==> src/rtl/centroid_div_scheduler_if.sv <==
// rtl/centroid_div_scheduler_if.sv - request/response bus to the shared iterative divider
//
// master: the scheduler (drives start pulse and operands, samples ready/quotient)
// slave : the divider    (samples start/operands, drives ready/quotient)
//   div_start     1-cycle pulse, operands valid with it and held until capture
//   div_dividend  WIDTH dividend
//   div_divisor   WIDTH divisor
//   div_ready     high when idle / result valid, low while computing
//   div_quotient  WIDTH quotient, valid when div_ready returns high

interface centroid_div_scheduler_if #(
    parameter int WIDTH = 32
);
    logic             div_start;
    logic [WIDTH-1:0] div_dividend;
    logic [WIDTH-1:0] div_divisor;
    logic             div_ready;
    logic [WIDTH-1:0] div_quotient;

    modport master (
        output div_start,
        output div_dividend,
        output div_divisor,
        input  div_ready,
        input  div_quotient
    );

    modport slave (
        input  div_start,
        input  div_dividend,
        input  div_divisor,
        output div_ready,
        output div_quotient
    );
endinterface

==> src/rtl/centroid_div_scheduler.sv <==
// rtl/centroid_div_scheduler.sv - time-shares one divider across the 8 centroid divisions of a frame
//
// Computes sum_x/num and sum_y/num for 4 colour markers using a single external
// iterative divider. Operands are snapshotted when start is accepted, the 8 jobs
// run in order (x0,y0,x1,y1,...), and all averages are published together.
//
// Ports:
//   clk_i        system clock
//   reset_n_i    synchronous active-low reset
//   start_i      pulse; snapshot operands and begin a schedule (only honoured in IDLE)
//   sum_x_i      colour k x-sum at [k*WIDTH +: WIDTH]
//   sum_y_i      colour k y-sum, same packing
//   num_i        colour k pixel count, same packing
//   div_if       master side of the shared divider bus
//   avg_x_o      colour k x-average at [k*XW +: XW] (quotient truncated)
//   avg_y_o      colour k y-average at [k*YW +: YW] (quotient truncated)
//   valid_o      bit k = colour k had a nonzero count in the last completed schedule
//   busy_o       high from the cycle after start is accepted until done
//   done_o       one-cycle pulse when new results appear on avg_x_o/avg_y_o/valid_o

module centroid_div_scheduler #(
    parameter int WIDTH = 32,
    parameter int XW    = 10,
    parameter int YW    = 9
) (
    input  logic                   clk_i,
    input  logic                   reset_n_i,
    input  logic                   start_i,
    input  logic [4*WIDTH-1:0]     sum_x_i,
    input  logic [4*WIDTH-1:0]     sum_y_i,
    input  logic [4*WIDTH-1:0]     num_i,
    centroid_div_scheduler_if.master div_if,
    output logic [4*XW-1:0]        avg_x_o,
    output logic [4*YW-1:0]        avg_y_o,
    output logic [3:0]             valid_o,
    output logic                   busy_o,
    output logic                   done_o
);

    typedef enum logic [2:0] {
        S_IDLE,
        S_CHECK,
        S_ISSUE,
        S_ACK,
        S_WAIT,
        S_NEXT,
        S_PUBLISH
    } state_t;

    state_t           state_q;
    logic [2:0]       j_q;          // job index: colour = j[2:1], j[0] selects y
    logic             ack_cnt_q;    // cycles already spent in ACK without div_ready dropping

    // Operand snapshot taken at start
    logic [WIDTH-1:0] snap_x_q [4];
    logic [WIDTH-1:0] snap_y_q [4];
    logic [WIDTH-1:0] snap_n_q [4];

    // Results being built by the running schedule
    logic [XW-1:0]    shadow_x_q [4];
    logic [YW-1:0]    shadow_y_q [4];
    logic [3:0]       shadow_valid_q;

    // Published results
    logic [XW-1:0]    avg_x_q [4];
    logic [YW-1:0]    avg_y_q [4];
    logic [3:0]       valid_q;

    logic             div_start_q;
    logic [WIDTH-1:0] dividend_q;
    logic [WIDTH-1:0] divisor_q;
    logic             busy_q;
    logic             done_q;

    logic [1:0]       col;
    logic [WIDTH-1:0] cur_dividend;
    logic [WIDTH-1:0] cur_divisor;

    // Only the low XW bits of the quotient are ever kept; the rest is discarded
    logic             unused_quotient_bits;

    assign col          = j_q[2:1];
    assign cur_divisor  = snap_n_q[col];
    assign cur_dividend = j_q[0] ? snap_y_q[col] : snap_x_q[col];

    assign unused_quotient_bits = ^div_if.div_quotient[WIDTH-1:XW];

    always_ff @(posedge clk_i) begin
        if (!reset_n_i) begin
            // Any in-flight divider job is abandoned; CHECK waits for the
            // divider to go idle before issuing the next request.
            state_q        <= S_IDLE;
            j_q            <= '0;
            ack_cnt_q      <= 1'b0;
            div_start_q    <= 1'b0;
            dividend_q     <= '0;
            divisor_q      <= '0;
            busy_q         <= 1'b0;
            done_q         <= 1'b0;
            shadow_valid_q <= '0;
            valid_q        <= '0;
            for (int k = 0; k < 4; k++) begin
                snap_x_q[k]   <= '0;
                snap_y_q[k]   <= '0;
                snap_n_q[k]   <= '0;
                shadow_x_q[k] <= '0;
                shadow_y_q[k] <= '0;
                avg_x_q[k]    <= '0;
                avg_y_q[k]    <= '0;
            end
        end else begin
            div_start_q <= 1'b0;
            done_q      <= 1'b0;

            case (state_q)
                S_IDLE: begin
                    if (start_i) begin
                        for (int k = 0; k < 4; k++) begin
                            snap_x_q[k] <= sum_x_i[k*WIDTH +: WIDTH];
                            snap_y_q[k] <= sum_y_i[k*WIDTH +: WIDTH];
                            snap_n_q[k] <= num_i[k*WIDTH +: WIDTH];
                        end
                        j_q     <= '0;
                        busy_q  <= 1'b1;
                        state_q <= S_CHECK;
                    end
                end

                S_CHECK: begin
                    if (cur_divisor == '0) begin
                        // Empty colour: result is 0 and the divider is skipped
                        if (j_q[0]) begin
                            shadow_y_q[col] <= '0;
                        end else begin
                            shadow_x_q[col] <= '0;
                        end
                        shadow_valid_q[col] <= 1'b0;
                        state_q             <= S_NEXT;
                    end else if (div_if.div_ready) begin
                        // Holding here while div_ready is low only happens when
                        // a job abandoned by reset is still running.
                        dividend_q  <= cur_dividend;
                        divisor_q   <= cur_divisor;
                        div_start_q <= 1'b1;
                        state_q     <= S_ISSUE;
                    end
                end

                S_ISSUE: begin
                    ack_cnt_q <= 1'b0;
                    state_q   <= S_ACK;
                end

                S_ACK: begin
                    // A divider that never drops ready is treated as zero-latency
                    if (!div_if.div_ready || ack_cnt_q) begin
                        state_q <= S_WAIT;
                    end else begin
                        ack_cnt_q <= 1'b1;
                    end
                end

                S_WAIT: begin
                    if (div_if.div_ready) begin
                        if (j_q[0]) begin
                            shadow_y_q[col] <= div_if.div_quotient[YW-1:0];
                        end else begin
                            shadow_x_q[col] <= div_if.div_quotient[XW-1:0];
                        end
                        shadow_valid_q[col] <= 1'b1;
                        state_q             <= S_NEXT;
                    end
                end

                S_NEXT: begin
                    if (j_q == 3'd7) begin
                        state_q <= S_PUBLISH;
                    end else begin
                        j_q     <= j_q + 3'd1;
                        state_q <= S_CHECK;
                    end
                end

                S_PUBLISH: begin
                    for (int k = 0; k < 4; k++) begin
                        avg_x_q[k] <= shadow_x_q[k];
                        avg_y_q[k] <= shadow_y_q[k];
                    end
                    valid_q <= shadow_valid_q;
                    done_q  <= 1'b1;
                    busy_q  <= 1'b0;
                    state_q <= S_IDLE;
                end

                default: begin
                    state_q <= S_IDLE;
                end
            endcase
        end
    end

    assign div_if.div_start    = div_start_q;
    assign div_if.div_dividend = dividend_q;
    assign div_if.div_divisor  = divisor_q;

    for (genvar k = 0; k < 4; k++) begin : g_pack
        assign avg_x_o[k*XW +: XW] = avg_x_q[k];
        assign avg_y_o[k*YW +: YW] = avg_y_q[k];
    end

    assign valid_o = valid_q;
    assign busy_o  = busy_q;
    assign done_o  = done_q;

endmodule

==> src/flat_wrapper.sv <==
// flat-port wrapper written by rule: the top's interface ports become plain ports
module centroid_div_scheduler_flat 
#(
    parameter int WIDTH = 32,
    parameter int XW    = 10,
    parameter int YW    = 9
)
  (clk_i, reset_n_i, start_i, sum_x_i, sum_y_i, num_i, avg_x_o, avg_y_o, valid_o, busy_o, done_o, div_if_div_start, div_if_div_dividend, div_if_div_divisor, div_if_div_ready, div_if_div_quotient);
  centroid_div_scheduler_if #(.WIDTH(WIDTH)) div_if_i ();
  input  logic clk_i;
  input  logic reset_n_i;
  input  logic start_i;
  input  logic [4*WIDTH-1:0] sum_x_i;
  input  logic [4*WIDTH-1:0] sum_y_i;
  input  logic [4*WIDTH-1:0] num_i;
  output logic [4*XW-1:0] avg_x_o;
  output logic [4*YW-1:0] avg_y_o;
  output logic [3:0] valid_o;
  output logic busy_o;
  output logic done_o;
  output wire logic [$bits(div_if_i.div_start)-1:0] div_if_div_start;
  output wire logic [$bits(div_if_i.div_dividend)-1:0] div_if_div_dividend;
  output wire logic [$bits(div_if_i.div_divisor)-1:0] div_if_div_divisor;
  input wire logic [$bits(div_if_i.div_ready)-1:0] div_if_div_ready;
  input wire logic [$bits(div_if_i.div_quotient)-1:0] div_if_div_quotient;
  assign div_if_div_start = div_if_i.div_start;
  assign div_if_div_dividend = div_if_i.div_dividend;
  assign div_if_div_divisor = div_if_i.div_divisor;
  assign div_if_i.div_ready = div_if_div_ready;
  assign div_if_i.div_quotient = div_if_div_quotient;
  centroid_div_scheduler #(.WIDTH(WIDTH), .XW(XW), .YW(YW)) u_core (.clk_i(clk_i), .reset_n_i(reset_n_i), .start_i(start_i), .sum_x_i(sum_x_i), .sum_y_i(sum_y_i), .num_i(num_i), .div_if(div_if_i), .avg_x_o(avg_x_o), .avg_y_o(avg_y_o), .valid_o(valid_o), .busy_o(busy_o), .done_o(done_o));
endmodule
==> config.mk <==
export PLATFORM = sky130hd
export DESIGN_NAME = centroid_div_scheduler_flat
export DESIGN_NICKNAME = d
export VERILOG_FILES = /design/src/rtl/centroid_div_scheduler_if.sv /design/src/rtl/centroid_div_scheduler.sv /design/src/flat_wrapper.sv
export SDC_FILE = /design/constraint.sdc
export NUM_CORES = 1
export LEC_CHECK = 0
export BUFFER_PORTS_ARGS = -buffer_cell sky130_fd_sc_hd__buf_4
export CORE_UTILIZATION = 55
export CTS_BUF_LIST = sky130_fd_sc_hd__clkbuf_4 sky130_fd_sc_hd__clkbuf_8 sky130_fd_sc_hd__clkbuf_16
export CTS_CLUSTER_SIZE = 28
export DETAILED_ROUTE_END_ITERATION = 12
export GPL_TIMING_DRIVEN = 1
export PLACE_DENSITY = 0.81
export SLEW_MARGIN = 20
export SYNTH_ARGS = -nofsm -noshare
export SYNTH_HDL_FRONTEND = slang
export SYNTH_SLANG_ARGS = --single-unit
==> constraint.sdc <==
create_clock -name clk_i -period 13.3 [get_ports clk_i]
set_clock_uncertainty 0.15 [all_clocks]
set_input_delay 1.995 -clock clk_i [delete_from_list [all_inputs] [get_ports clk_i]]
set_output_delay 1.995 -clock clk_i [all_outputs]
set_load 0.1 [all_outputs]
# Word-level counts from Yosys, hierarchy flattened
# Memories as Yosys holds them, arrays and structs flattened. A register that Yosys moved wholly into a read port is not among the register bits.
# Index checks and enable logic that the tools add are counted.
# totals
output_inout_bits	147
ramBits	536
register_bits	82
latchBits	0
rom_bits	0
memories	7
# classes
addsub	1
bitwise	28
eq_ne	14
muxes	81
multipliers	0
div	0
n_reduce_logical	18
shift	0
order_cmp	2
# mem_list
name	words	width	read_ports	rd_ports_with_merged_regs	write_ports	line_no	source
u_core.snap_n_q	4	32	1	1	4	centroid_div_scheduler.sv:57	logic [WIDTH-1:0] snap_n_q [4];
u_core.snap_x_q	4	32	1	1	4	centroid_div_scheduler.sv:55	logic [WIDTH-1:0] snap_x_q [4];
u_core.snap_y_q	4	32	1	1	4	centroid_div_scheduler.sv:56	logic [WIDTH-1:0] snap_y_q [4];
u_core.avg_x_q	4	10	4	0	4	centroid_div_scheduler.sv:65	logic [XW-1:0] avg_x_q [4];
u_core.shadow_x_q	4	10	4	0	4	centroid_div_scheduler.sv:60	logic [XW-1:0] shadow_x_q [4];
u_core.avg_y_q	4	9	4	0	4	centroid_div_scheduler.sv:66	logic [YW-1:0] avg_y_q [4];
+1 memories	--	--	--	--	--	--	
# ops
op	count
$mux 32	13
$mux 10	6
$mux 9	6
$logic_not 32->1	1
$mux 1	32
$mux 3	8
$or 1x1->1	22
$pmux 3 s6	1
$mux 2	8
$eq 3x3->1 const B	4
$reduce_or 10->1	1
$reduce_and 3->1	3
$reduce_or 9->1	1
$mux 4	2
$ne 2x2->1 const B	4
$pmux 4 s2	1
$reduce_bool 2->1	4
$eq 3x2->1 const B	2
$pmux 3 s2	1
$and 4x4->4	1
$ne 2x1->1 const B	2
$not 4->4	1
$or 4x4->4	1
$pmux 1 s2	2
14 further kinds	17

# Logic depth before layout (Yosys ltp)
# Gate-level depths: netlist of the first run.
# logic_depth
word_depth	8
ltp_mapped	10
depth_no_buf	7

# Worst setup path after synthesis of the first run
# OpenSTA, ideal clock, no wires.
# synth_path
path_kind	input -> register
from	input port reset_n_i
to	memory u_core.snap_n_q[0][0], enable pin
stages	4
t_arrival_ns	8.984
slack_ns	1.357
t_required_ns	10.341
path_cell_list	clkbuf_1 -> clkbuf_1 -> clkbuf_1 -> nand2_1
# synth_lines
item	line_no	source
start, declared	flat_wrapper.sv:11	input logic reset_n_i;
end, declared	centroid_div_scheduler.sv:57	

==> out/summary.md, run 1 <==
The count of buffers inserted at the top-level ports was 544; the post-route cell area was 32400 um2. Global-route usage over all layers: 25.4%. The biggest area contributor in the post-synthesis netlist is sky130_fd_sc_hd__edfxtp_1. Detailed routing inserted a total of 15600 vias. The endpoint type of the worst setup path is a flip-flop. The minimum setup slack among reg-to-reg paths was 8.50 ns. Category of the most critical setup path: input port to flip-flop. The tools report the distinct cell type count after synthesis as 42. After synthesis, the largest area contributor takes up 62.2% of total cell area. The final layout contains 2645 nets. The startpoint identified for the worst hold timing path is u_core.div_if.div_divisor[31]. Averaged over all synthesized cells, the footprint is 15.1 um2. The required time of the critical path is 13.62 ns.

The later-pin clock latency in the skew report was 0.63 ns; the timing-limited maximum frequency was 0.196 GHz. The logs give 8 for the number of antenna violations at the first check in global routing and 0 for the number of gates resized after cts. The number of max-slew violations in the final report came out at 0. Critical path launch point type: an input port.

In the synthesized netlist, the number of instances is 1711. Summing every instance area after synthesis gives 25900 um2. The floorplan step defined a die boundary enclosing 47900 um2. The maximum ir drop on the vdd rail is 0.135 mV, and the fraction of final layout cells with drive strength greater than 1 is 35.6%.

The synthesized netlist net count is 2133, and the clock input transition at the sequential cells of the worst setup and hold paths is 0.06 ns. Setup violations remaining at the end of the flow were counted as 0. After layout, the design draws a total of 5.36 mW.

The final period utilization works out to 38.4%. The starting utilization of the core area is 55.7%, and the part of the total power dissipated in combinational logic is 18.4%. Summed over all nets, the half-perimeter wirelength after detailed placement is 42.0 mm. For the portion of the post-synthesis area used by sequential elements, the log shows 68.7%.

Leaving out fill and tap cells, the most frequent cell in the layout is sky130_fd_sc_hd__buf_4. Entering global routing, the biggest net connects 187 pins. For the buffer depth of the longest clock path, the log shows 3.

The async set or reset register ratio after synthesis was 0%. The number of cells traversed by the worst register-to-register path is 7, and the average routed wire per standard cell is 21.4 um. The congestion estimate from routability-driven global placement came to 0.853. Sorting the synthesized cells by area gives the leading types as sky130_fd_sc_hd__edfxtp_1, sky130_fd_sc_hd__and2_1, sky130_fd_sc_hd__mux4_2.

The mean number of vias per cell was 5.39; the count of fill cells added during filler insertion was 3017. The number of levels the H-tree was split into was 2; the number of flip-flops and latches in the synthesized netlist was 620. The floorplan step set the die width to 219 um. In this run the power density over the cells is 165 nW/um2.

The data arrival time of the critical path is 5.43 ns. Of the total power, the share spent switching nets is 27.5%. CTS placed an instance of sky130_fd_sc_hd__clkbuf_16 at the clock tree root. The tool flagged a number of max-cap violations equal to 0.

The count of cells in the finished layout, fillers not included, comes to 2888. The clock network accounts for 31.8% of the total power. The number of rows created at floorplan is 79.

The cell occurring most often along the worst timing path is sky130_fd_sc_hd__buf_4. Sequential cells burn 49.8% of the power. For the cell-internal power, the log shows 3.88 mW. Number of synthesized flops with an enable pin: 536.

Along the worst hold path, the cell count comes to 2. Detailed router's first-iteration violation count: 1244. For the total count of hold-check failures in the final report, the log shows 0.

The run finished with clean final reports. The run gives 0 as the number of synthesis warnings. The tightest min-delay check is of the flip-flop to flip-flop type. The top-level port count is 567, and the quantity of hold-fixing buffers added after cts is 0. The routed design has 61.9 mm of wire.

The run gives 0 as the number of setup buffers added after CTS. The die boundary height came out at 219 um. The library cells used most frequently in the layout, excluding fill and tap cells, are sky130_fd_sc_hd__buf_4, sky130_fd_sc_hd__edfxtp_1, sky130_fd_sc_hd__and2_1.

The first global-routing pass estimated 89.7 mm of wire. For this run, the slowest stage of the critical path takes 0.84 ns. TritonCTS built the clock tree. For the pin with the worst max-slew slack, the measured transition is 1.00 ns.

The floorplan core area is 46500 um2, and the placed cell count is 2768. After detailed routing, the number of remaining DRC violations is 0. The most common flop cell mapped by yosys was sky130_fd_sc_hd__edfxtp_1. The time the worst path needs with I/O delays and setup came out at 5.11 ns.

In this run the critical register-to-register path is captured at u_core.shadow_x_q[2][4]. The tools report the setup TNS as 0 ns. The tools report the worst slew slack as a fraction of its limit as 33.2%.

The tools report the total iterations of the first detailed-routing run as 5. For the number of sinks driven by the clock tree, the log shows 620. The tools report the number of CTS-inserted buffers as 60. Traced cell by cell, the critical path runs through buf_4 -> inv_1 -> nor2_4 -> buf_4 -> buf_4 -> and2_1. The total overflow left after global routing is 0. Along the worst path, the maximum fanout reaches 133.

The tools report the worst hold endpoint as u_core.div_if.div_divisor[31]. Setup repair after global routing left no endpoint under its margin. The layout-stage area growth over the synthesis result works out to 25.2%. In this run the remaining antenna-violating nets after routing total 0. Among all stages on the critical path, the largest delay is contributed by sky130_fd_sc_hd__buf_4. After detailed placement, the total cell area comes to 30400 um2.

The via count of the first global-routing pass is 15500, and the leakage dissipation is 13.1 nW. The run gives 1.47 mW as the net switching power figure.
## registers in the layout, summed over array words and instances, names as in the netlist, named ones only
register	flops
u_core.ack_cnt_q	1
u_core.avg_x_q	40
u_core.avg_y_q	36
u_core.busy_o	1
u_core.div_if.div_dividend	32
u_core.div_if.div_divisor	32
u_core.div_if.div_start	1
u_core.done_o	1
u_core.j_q	3
u_core.shadow_x_q	40
u_core.shadow_y_q	36
u_core.snap_n_q	128
u_core.snap_x_q	128
u_core.snap_y_q	128
u_core.state_q	3
u_core.valid_o	4
## power by group through the flow
stage | logic (mW) | clock network, mW | registers (mW)
2_1_floorplan | 0.459 | 0 | 3.00
3_3_place_gp | 0.963 | 0 | 2.68
3_5_place_dp | 0.984 | 0 | 2.70
4_1_cts | 0.989 | 1.73 | 2.67
5_1_grt | 1.04 | 1.80 | 2.70
6_report | 0.983 | 1.71 | 2.67
## worst max-delay path by stage
stage | from | endpoint | slack, ns | depth (start not counted)
after CTS | flip-flop | u_core.shadow_y_q[3][6] | 8.02 | 7
after detailed placement | reset_n_i | u_core.snap_x_q[2][5] | 7.55 | 6
after global placement | reset_n_i | u_core.snap_y_q[2][7] | 7.67 | 6
after floorplan | reset_n_i | u_core.snap_n_q[0][0] | 1.36 | 4
after global routing | reset_n_i | u_core.snap_y_q[3][29] | 7.85 | 6
final | reset_n_i | u_core.snap_y_q[2][29] | 8.19 | 6
## through the flow
stage	hold WS, ns	worst slack, ns	utilization (%)
2_1_floorplan	0.300	1.36	-
6_report	0.312	8.19	69.7
5_1_grt	0.327	7.85	69.7
4_1_cts	0.314	8.02	69.7
3_3_place_gp	0.295	7.67	65.3
3_5_place_dp	0.301	7.55	65.4
## logic make-up after synthesis
kind of cell,synth area share (%)
AND/OR/NAND/NOR,15.9
adder cells (fa/ha/maj),0.0967
buffers and inverters,2.21
multiplexers,12.3
flip-flops,68.7
AO/OA/AOI/OAI,0.769
## area by class of cell
cell class	instances	area, um2	share of cell area, %
sequential	620	17800	54.9
multi-input combinational	971	7560	23.3
timing repair buffer	564	4250	13.1
clock buffer	74	1640	5.07
tap	607	759	2.34
clock inverter	39	358	1.10
inverter	6	22.5	0.0695
antenna	7	17.5	0.0541
## layer usage
| layer | GRT usage (%) | wire (um) | up-vias |
|---|---|---|---|
| li1 | - | - | 7147 |
| met1 | 31.7 | 23600 | 7625 |
| met2 | 42.9 | 30900 | 667 |
| met3 | 5.36 | 4800 | 139 |
| met4 | 11.2 | 2610 | 2 |
| met5 | 0 | 13 | - |
## synth_stat cells, types with 2 or more instances
master,n
sky130_fd_sc_hd__a21oi_1,5
sky130_fd_sc_hd__a22o_1,4
sky130_fd_sc_hd__a22oi_1,3
sky130_fd_sc_hd__and2_1,481
sky130_fd_sc_hd__buf_1,4
sky130_fd_sc_hd__buf_12,5
sky130_fd_sc_hd__buf_2,7
sky130_fd_sc_hd__buf_4,2
sky130_fd_sc_hd__buf_6,3
sky130_fd_sc_hd__clkbuf_1,93
sky130_fd_sc_hd__dfxtp_1,84
sky130_fd_sc_hd__edfxtp_1,536
sky130_fd_sc_hd__ha_1,2
sky130_fd_sc_hd__inv_1,6
sky130_fd_sc_hd__mux2_2,32
sky130_fd_sc_hd__mux2i_1,66
sky130_fd_sc_hd__mux4_2,96
sky130_fd_sc_hd__nand2_1,158
sky130_fd_sc_hd__nand2b_1,4
sky130_fd_sc_hd__nand3b_1,2
sky130_fd_sc_hd__nor2_1,72
sky130_fd_sc_hd__nor2b_1,3
sky130_fd_sc_hd__nor3_1,10
sky130_fd_sc_hd__nor4_1,9
sky130_fd_sc_hd__o21ai_0,3
sky130_fd_sc_hd__o221a_2,3
sky130_fd_sc_hd__or2_2,3
## worst max-delay path, delay by kind of cell
kind | cells | cell delay [ns]
buf+inv | 4 | 2.37
simple gates | 2 | 0.89
Note: power is estimated with default switching activity, not from simulation.
==> run 2: changes to the inputs <==
--- a/config.mk
+++ b/config.mk
@@ -6,12 +6,13 @@
 export NUM_CORES = 1
 export LEC_CHECK = 0
 export BUFFER_PORTS_ARGS = -buffer_cell sky130_fd_sc_hd__buf_4
-export CORE_UTILIZATION = 55
+export CORE_ASPECT_RATIO = 1.2
+export CORE_UTILIZATION = 49
 export CTS_BUF_LIST = sky130_fd_sc_hd__clkbuf_4 sky130_fd_sc_hd__clkbuf_8 sky130_fd_sc_hd__clkbuf_16
 export CTS_CLUSTER_SIZE = 28
 export DETAILED_ROUTE_END_ITERATION = 12
 export GPL_TIMING_DRIVEN = 1
-export PLACE_DENSITY = 0.81
+export PLACE_DENSITY = 0.76
 export SLEW_MARGIN = 20
 export SYNTH_ARGS = -nofsm -noshare
 export SYNTH_HDL_FRONTEND = slang
==> constraint.sdc (replaced) <==
create_clock -name clk_i -period 4.5 [get_ports clk_i]
set_clock_uncertainty 0.15 [all_clocks]
set_input_delay 0.675 -clock clk_i [delete_from_list [all_inputs] [get_ports clk_i]]
set_output_delay 0.675 -clock clk_i [all_outputs]
set_load 0.1 [all_outputs]
==> run 2 against run 1 <==
Net effect:
- cell area increased by 0.83%
- first-iteration DRC count fell by 11%
- critical path depth rose by 2
- critical path type is now flip-flop to flip-flop
- non-clock buffer count grew 15
- die area rose by 12%
- sequential share of layout area is 0.45 points lower
- setup slack worse by 7.6 ns
- power rose to 2.9 times the previous value
- flip-flop and latch count is the same
- largest power group unchanged
- routed wire length rose by 1.4%
==> out/summary.md, run 2 (synthesized netlist as in run 1, its figures left out) <==
The run finished with clean final reports. For the maximum number of pins on one net before global-route repair, the log shows 149 (was 187). TritonCTS built the clock tree. Most used cells in the layout excluding fill and tap cells: sky130_fd_sc_hd__buf_4, sky130_fd_sc_hd__edfxtp_1, sky130_fd_sc_hd__and2_1 (unchanged).

The maximum ir drop on the vdd rail was 0.349 mV (was 0.135 mV). Counting I/O delays and the setup requirement, the final critical path takes 3.89 ns. The leading cell type in the layout, fill and taps excluded was sky130_fd_sc_hd__buf_4 (unchanged).

The run gives 0.566 ns (was 7.55 ns) as the setup slack at placement. The logs give 15400 (was 15600) for the total vias in the final route and 1103 (was 1244) for the detailed router's first-iteration violation count. Timing-limited maximum frequency: 0.257 GHz. The logs give 0.865 (was 0.853) for the final weighted congestion in routability-driven placement and 45.4 mm (was 42.0 mm) for the HPWL after detailed placement. The run gives 15.7 mW (was 5.36 mW) as the overall power.

The biggest fanout along the worst timing path was 31 (was 133); the count of cells along the worst hold path was 2 (unchanged). For the number of sinks driven by the clock tree, the log shows 620 (unchanged). The via count of the first global-routing pass is 15800 (was 15500), and the average routed wire per standard cell is 20.9 um (was 21.4 um). Setup TNS: 0 ns (unchanged).

The mean number of vias per cell was 5.13 (was 5.39). The class of the tightest hold or removal check was input port to flip-flop (was flip-flop to flip-flop). Number of cells traversed by the worst register-to-register path: 8 (was 7). For the worst slew slack as a fraction of its limit, the log shows 37.7% (was 33.2%). The floorplan core area was 51800 um2 (was 46500 um2); the required time of the critical path was 4.66 ns (was 13.62 ns). The placed cell count is 2873 (was 2768). The total count of hold-check failures in the final report was 0 (unchanged); the count of maximum capacitance violations was 0 (unchanged).

The logs give 0.609 ns (was 8.19 ns) for the worst path setup slack after routing and 63.1% (was 69.7%) for the post-route core utilization. The endpoint type of the worst setup path is a flip-flop (unchanged). The pin slew with the least headroom to its limit was 0.934 ns (was 1.00 ns). The delay of the slowest cell on the worst path is 0.75 ns (was 0.84 ns). The leakage dissipation was 13.2 nW (was 13.1 nW).

Series of cell instances along the critical path: buf_4 -> mux4_2 -> nor4_1 -> nand2_1 -> nor4_4 -> a21oi_1 -> nor3_1 -> buf_4 (was buf_4 -> inv_1 -> nor2_4 -> buf_4 -> buf_4 -> and2_1). The minimum setup slack among reg-to-reg paths was 0.61 ns (was 8.50 ns); the number of antenna violations at the first check in global routing was 20 (was 8). The tools report the number of max-slew violations in the final report as 0 (unchanged). The run gives 5 (unchanged) as the total iterations of the first detailed-routing run. The top-level port count is 567 (unchanged). The clock input transition at the sequential cells of the worst setup and hold paths is 0.06 ns (about the same). Setup repair after global routing left no endpoint under its margin. The top cell family by delay on the critical path was simple AND/OR/NAND/NOR gates (was buffers and inverters). Horizontal extent of the die: 212 um (was 219 um). The layout-stage area growth over the synthesis result was 26.3% (was 25.2%). Critical path launch point type: a flip-flop (was an input port). The critical path buffer and inverter count was 2 (was 4). The start point of the worst hold path was sum_x_i[85] (was u_core.div_if.div_divisor[31]).

The number of levels the H-tree was split into came out at 2 (unchanged). Slowest library cell on the worst path: sky130_fd_sc_hd__dfxtp_4 (was sky130_fd_sc_hd__buf_4). The cell occurring most often along the worst timing path was sky130_fd_sc_hd__buf_4 (unchanged). The buffer depth of the longest clock path was 3 (unchanged). The tools report the first-pass GRT wire length as 91.7 mm (was 89.7 mm). For the number of design rule violations left after detail routing, the log shows 0 (unchanged). The data arrival time of the critical path is 4.05 ns (was 5.43 ns). The category of the most critical setup path was flip-flop to flip-flop (was input port to flip-flop).

The area of the die is 53700 um2 (was 47900 um2), and the number of nets still failing antenna checks after routing is 0 (unchanged). The logs give 49.9% (was 55.7%) for the starting utilization of the core area and 3000 (was 2888) for the post-route non-filler standard cell count. The tools report the master cell of the clock root buffer as sky130_fd_sc_hd__clkbuf_16 (unchanged). The worst flop-to-flop path endpoint was u_core.shadow_x_q[3][7] (was u_core.shadow_x_q[2][4]).

The worst hold endpoint was u_core.snap_x_q[2][21] (was u_core.div_if.div_divisor[31]). The tools report the later-pin clock latency in the skew report as 0.62 ns (was 0.63 ns). The layout net count came out at 2659 (was 2645). The power density over cell area was 481 nW/um2 (was 165 nW/um2). For the number of gates resized after cts, the log shows 0 (unchanged). The global-route usage over all layers came out at 23.2% (was 25.4%).

Fraction of final layout cells with drive strength greater than 1: 35.8% (was 35.6%). The count of buffers inserted at the top-level ports was 544 (unchanged); the final period utilization was 86.5%. The run gives 59 (was 60) as the number of CTS-inserted buffers. Largest registers: u_core.snap_n_q: 128 flops, u_core.snap_x_q: 128 flops, u_core.snap_y_q: 128 flops (unchanged). The run gives 91 (was 79) as the number of rows created at floorplan. The number of setup buffers added after CTS is 0 (unchanged), and the die boundary height is 254 um (was 219 um). The tools report the global route total overflow as 0 (unchanged). The tools report the quantity of hold-fixing buffers added after cts as 0 (unchanged). The number of endpoints failing setup at the final stage is 0 (unchanged), and the routed wire length is 62.7 mm (was 61.9 mm).
## run 2: cell types whose count changed in the layout (fill, tap and decap cells not counted), moves of 5 or more
cell / before / now
sky130_fd_sc_hd__clkbuf_4: 8 / 19
sky130_fd_sc_hd__diode_2: 7 / 17
sky130_fd_sc_hd__buf_12: 1 / 10
sky130_fd_sc_hd__buf_4: 561 / 569
sky130_fd_sc_hd__clkinv_2: 13 / 7
sky130_fd_sc_hd__clkbuf_8: 6 / 1
## run 2: layout make-up
class | count | area, um2
fill | 3789 | 19100
sequential | 620 | 17800
multi-input combinational | 971 | 7550
timing repair buffer | 579 | 4470
clock buffer | 80 | 1660
tap | 697 | 872
clock inverter | 30 | 265
antenna | 17 | 42.5
inverter | 6 | 22.5
## run 2: worst reg2reg max path: stages (launching register included)
cell                      delay [ns]
sky130_fd_sc_hd__dfxtp_4        0.75
sky130_fd_sc_hd__buf_4          0.29
sky130_fd_sc_hd__mux4_2         0.52
sky130_fd_sc_hd__nor4_1         0.39
sky130_fd_sc_hd__nand2_1        0.19
sky130_fd_sc_hd__nor4_4         0.46
sky130_fd_sc_hd__a21oi_1        0.33
sky130_fd_sc_hd__nor3_1         0.27
sky130_fd_sc_hd__buf_4          0.23
## run 2: power by group
group	switching, mW	internal, mW
Combinational	1.85	1.10
Sequential	0.340	7.53
Clock	2.09	2.81
Total	4.28	11.4
## run 2: through the flow
step | area, um2 | hold WS (ns)
floorplan | 25900 | 0.300
global placement | 30700 | 0.289
detailed placement | 30700 | 0.303
CTS | 32600 | 0.143
global route | 32700 | 0.153
finish | 32700 | 0.178
## run 2: worst max path at each step
stage                                    endpoint  depth (start not counted)  slack [ns]  startpoint
after floorplan             u_core.snap_n_q[0][0]                          4        0.87   reset_n_i
after global placement    u_core.shadow_x_q[0][5]                          8        0.58   flip-flop
after detailed placement  u_core.shadow_x_q[1][6]                          8        0.57   flip-flop
final                     u_core.shadow_x_q[3][7]                          8        0.61   flip-flop
after global routing      u_core.shadow_x_q[3][6]                          8        0.32   flip-flop
after CTS                 u_core.shadow_x_q[1][0]                          8        0.53   flip-flop
## run 2: metal layers
metal | track usage [%] | wire length [um] | vias to the layer above
met4 | 10.8 | 2710 | 6
met2 | 41.1 | 32700 | 594
met1 | 25.7 | 22500 | 7480
met5 | 0 | 42 | -
li1 | - | - | 7191
met3 | 6.33 | 4740 | 128
==> run 3: changes to the inputs <==
--- a/config.mk
+++ b/config.mk
@@ -13,6 +13,7 @@
 export DETAILED_ROUTE_END_ITERATION = 12
 export GPL_TIMING_DRIVEN = 1
 export PLACE_DENSITY = 0.76
+export RECOVER_POWER = 25
 export SLEW_MARGIN = 20
 export SYNTH_ARGS = -nofsm -noshare
 export SYNTH_HDL_FRONTEND = slang
==> run 3 against run 2 <==
Net effect:
- the run now ends with max-capacitance violations, max-slew violations left
- maximum frequency up 0.24%
- setup slack better by 0.0091 ns
- critical endpoint is now u_core.shadow_x_q[1][0]
- global-route usage unchanged
- flip-flop and latch count unchanged
==> out/summary.md, run 3 (synthesized netlist as in run 1, its figures left out) <==
The logs give 11.3 mW (was 11.4 mW) for the cell-internal power and 0.865 (unchanged) for the final weighted congestion in routability-driven placement. Starting utilization of the core area: 49.9% (unchanged). For the overall power, the log shows 15.6 mW (was 15.7 mW). The tools report the post-route cell area as 32100 um2 (was 32700 um2).

The critical path launch point type is a flip-flop (unchanged). The number of sinks driven by the clock tree is 620 (unchanged), and the first-pass GRT wire length is 91.7 mm (unchanged). Number of CTS-inserted buffers: 59 (unchanged).

The category of the most critical setup path was flip-flop to flip-flop (unchanged). The area occupied by multi-input gates was 7540 um2 (was 7550 um2); the routed wire length was 62.9 mm (was 62.7 mm). The leading cell type in the layout, fill and taps excluded is sky130_fd_sc_hd__edfxtp_1 (was sky130_fd_sc_hd__buf_4). Setup repair after global routing left no endpoint under its margin.

The horizontal extent of the die works out to 212 um (unchanged). The worst slew slack as a fraction of its limit was -72.2% (was 37.7%). The global route total overflow was 0 (unchanged); the detailed router's first-iteration violation count was 1144 (was 1103). The top-level port count is 567 (unchanged).

Proportion of total power due to net switching: 27.4% (was 27.2%). The count of fill cells added during filler insertion was 3954 (was 3789). The tools report the start point of the worst hold path as sum_x_i[85] (unchanged). TritonCTS built the clock tree. The number of rows created at floorplan was 91 (unchanged); the power share of the sequential group was 50.4% (was 50.1%). The buffer depth of the longest clock path is 3 (unchanged), and the maximum number of pins on one net before global-route repair is 149 (unchanged). The tools report the endpoint type of the worst setup path as a flip-flop (unchanged). The run gives 0.258 GHz (was 0.257 GHz) as the timing-limited maximum frequency.

The number of cells traversed by the worst register-to-register path is 8 (unchanged). The tools report the number of nets still failing antenna checks after routing as 0 (unchanged). The total count of hold-check failures in the final report is 0 (unchanged), and the HPWL after detailed placement is 45.4 mm (unchanged). The number of endpoints failing setup at the final stage was 0 (unchanged).

The master cell of the clock root buffer was sky130_fd_sc_hd__clkbuf_16 (unchanged). The logs give 4.67 ns (was 4.66 ns) for the required time of the critical path and 0 ns (unchanged) for the setup TNS. The count of buffers inserted at the top-level ports is 544 (unchanged), and the maximum ir drop on the vdd rail is 0.352 mV (was 0.349 mV). The layout-stage area growth over the synthesis result was 23.9% (was 26.3%). The leakage dissipation is 12.5 nW (was 13.2 nW).

The mean number of vias per cell came out at 5.11 (was 5.13). The tools report the worst flop-to-flop path endpoint as u_core.shadow_x_q[1][0] (was u_core.shadow_x_q[3][7]). The number of max-slew violations in the final report was 423 (was 0); the setup slack at placement was 0.566 ns (unchanged).

The total iterations of the first detailed-routing run is 5 (unchanged), and the number of design rule violations left after detail routing is 0 (unchanged). The worst hold endpoint is u_core.snap_x_q[2][21] (unchanged). The final reports fail on max-capacitance violations, max-slew violations.

Post-route core utilization: 61.9% (was 63.1%). The layout net count was 2659 (unchanged). Pin slew with the least headroom to its limit: 2.58 ns (was 0.934 ns).

Largest registers: u_core.snap_n_q: 128 flops, u_core.snap_x_q: 128 flops, u_core.snap_y_q: 128 flops (unchanged). The final period utilization is 86.3% (was 86.5%). The run gives 15800 (unchanged) as the via count of the first global-routing pass. The logs give 15300 (was 15400) for the total vias in the final route and 2 (unchanged) for the number of levels the H-tree was split into.

The worst path setup slack after routing was 0.619 ns (was 0.609 ns). For the later-pin clock latency in the skew report, the log shows 0.62 ns (about the same). The flow ran to the end, but the final reports show violations. The minimum setup slack among reg-to-reg paths is 0.62 ns (was 0.61 ns), and the number of gates resized after cts is 0 (unchanged). The clock share of power is 31.4% (was 31.2%), and the biggest fanout along the worst timing path is 31 (unchanged). The area of the die was 53700 um2 (unchanged); the floorplan core area was 51800 um2 (unchanged). Cell area after placement: 30700 um2 (unchanged).

The die boundary height was 254 um (unchanged); the clock input transition at the sequential cells of the worst setup and hold paths was 0.06 ns (about the same). The quantity of hold-fixing buffers added after cts was 0 (unchanged). The fraction of final layout cells with drive strength greater than 1 was 29.2% (was 35.8%); the global-route usage over all layers was 23.2% (unchanged). The data arrival time of the critical path is 4.05 ns (about the same).

Most used cells in the layout excluding fill and tap cells: sky130_fd_sc_hd__edfxtp_1, sky130_fd_sc_hd__buf_4, sky130_fd_sc_hd__and2_1 (was sky130_fd_sc_hd__buf_4, sky130_fd_sc_hd__edfxtp_1, sky130_fd_sc_hd__and2_1). The part of the total power dissipated in combinational logic is 18.2% (was 18.8%), and the average routed wire per standard cell is 21.0 um (was 20.9 um). Class of the tightest hold or removal check: input port to flip-flop (unchanged).

The register area was 17800 um2 (unchanged). The time the worst path needs with I/O delays and setup was 3.88 ns (was 3.89 ns). The count of cells along the worst hold path is 2 (unchanged), and the power density over cell area is 487 nW/um2 (was 481 nW/um2). Count of maximum capacitance violations: 4 (was 0).

The logs give 4.28 mW (about the same) for the net switching power figure and 0 (unchanged) for the number of setup buffers added after CTS. The number of antenna violations at the first check in global routing was 20 (unchanged).
-- run 3: cell count changes in the layout (fill, tap and decap cells not counted), sizes merged --
cell	delta
buf	-152
clkbuf	+152
-- run 3: power by group through the flow --
stage	clock network, mW	logic (mW)	registers [mW]
2_1_floorplan	0	1.36	8.63
3_3_place_gp	0	2.91	7.89
3_5_place_dp	0	2.97	7.98
4_1_cts	5.00	2.98	7.87
5_1_grt	5.19	3.03	7.97
6_report	4.90	2.84	7.87
-- run 3: critical path, cell delays in order, from the launching register on --
cell,delay [ns]
sky130_fd_sc_hd__dfxtp_4,0.76
sky130_fd_sc_hd__buf_4,0.27
sky130_fd_sc_hd__mux4_2,0.52
sky130_fd_sc_hd__nor4_1,0.39
sky130_fd_sc_hd__nand2_1,0.18
sky130_fd_sc_hd__nor4_4,0.46
sky130_fd_sc_hd__a21oi_1,0.32
sky130_fd_sc_hd__nor3_1,0.27
sky130_fd_sc_hd__buf_4,0.23
-- run 3: per-stage QoR --
step	hold WS [ns]	cells
final	0.180	3000
after global routing	0.153	2998
after CTS	0.143	2983
after detailed placement	0.303	2873
after global placement	0.289	2873
after floorplan	0.300	1711
-- run 3: layout make-up --
type | count | area share (%)
antenna | 17 | 0.133
clock buffer | 80 | 5.17
clock inverter | 30 | 0.828
inverter | 6 | 0.0703
multi-input combinational | 971 | 23.5
sequential | 620 | 55.5
tap | 697 | 2.72
timing repair buffer | 579 | 12.1
-- run 3: layer usage --
metal  wire [um]  global-route usage (%)  share of wire, %  up-vias
li1            -                       -                 -     7192
met5          39                       0             0.062        -
met1       22700                    25.7                36     7398
met4        2860                    10.8               4.5        6
met2       32400                    41.1                52      602
met3        4830                    6.33               7.7      134
-- run 3: worst max path at each step --
stage | endpoint | depth (start not counted)
after floorplan | u_core.snap_n_q[0][0] | 4
after global placement | u_core.shadow_x_q[0][5] | 8
after detailed placement | u_core.shadow_x_q[1][6] | 8
after CTS | u_core.shadow_x_q[1][0] | 8
after global routing | u_core.shadow_x_q[3][6] | 8
final | u_core.shadow_x_q[1][0] | 8
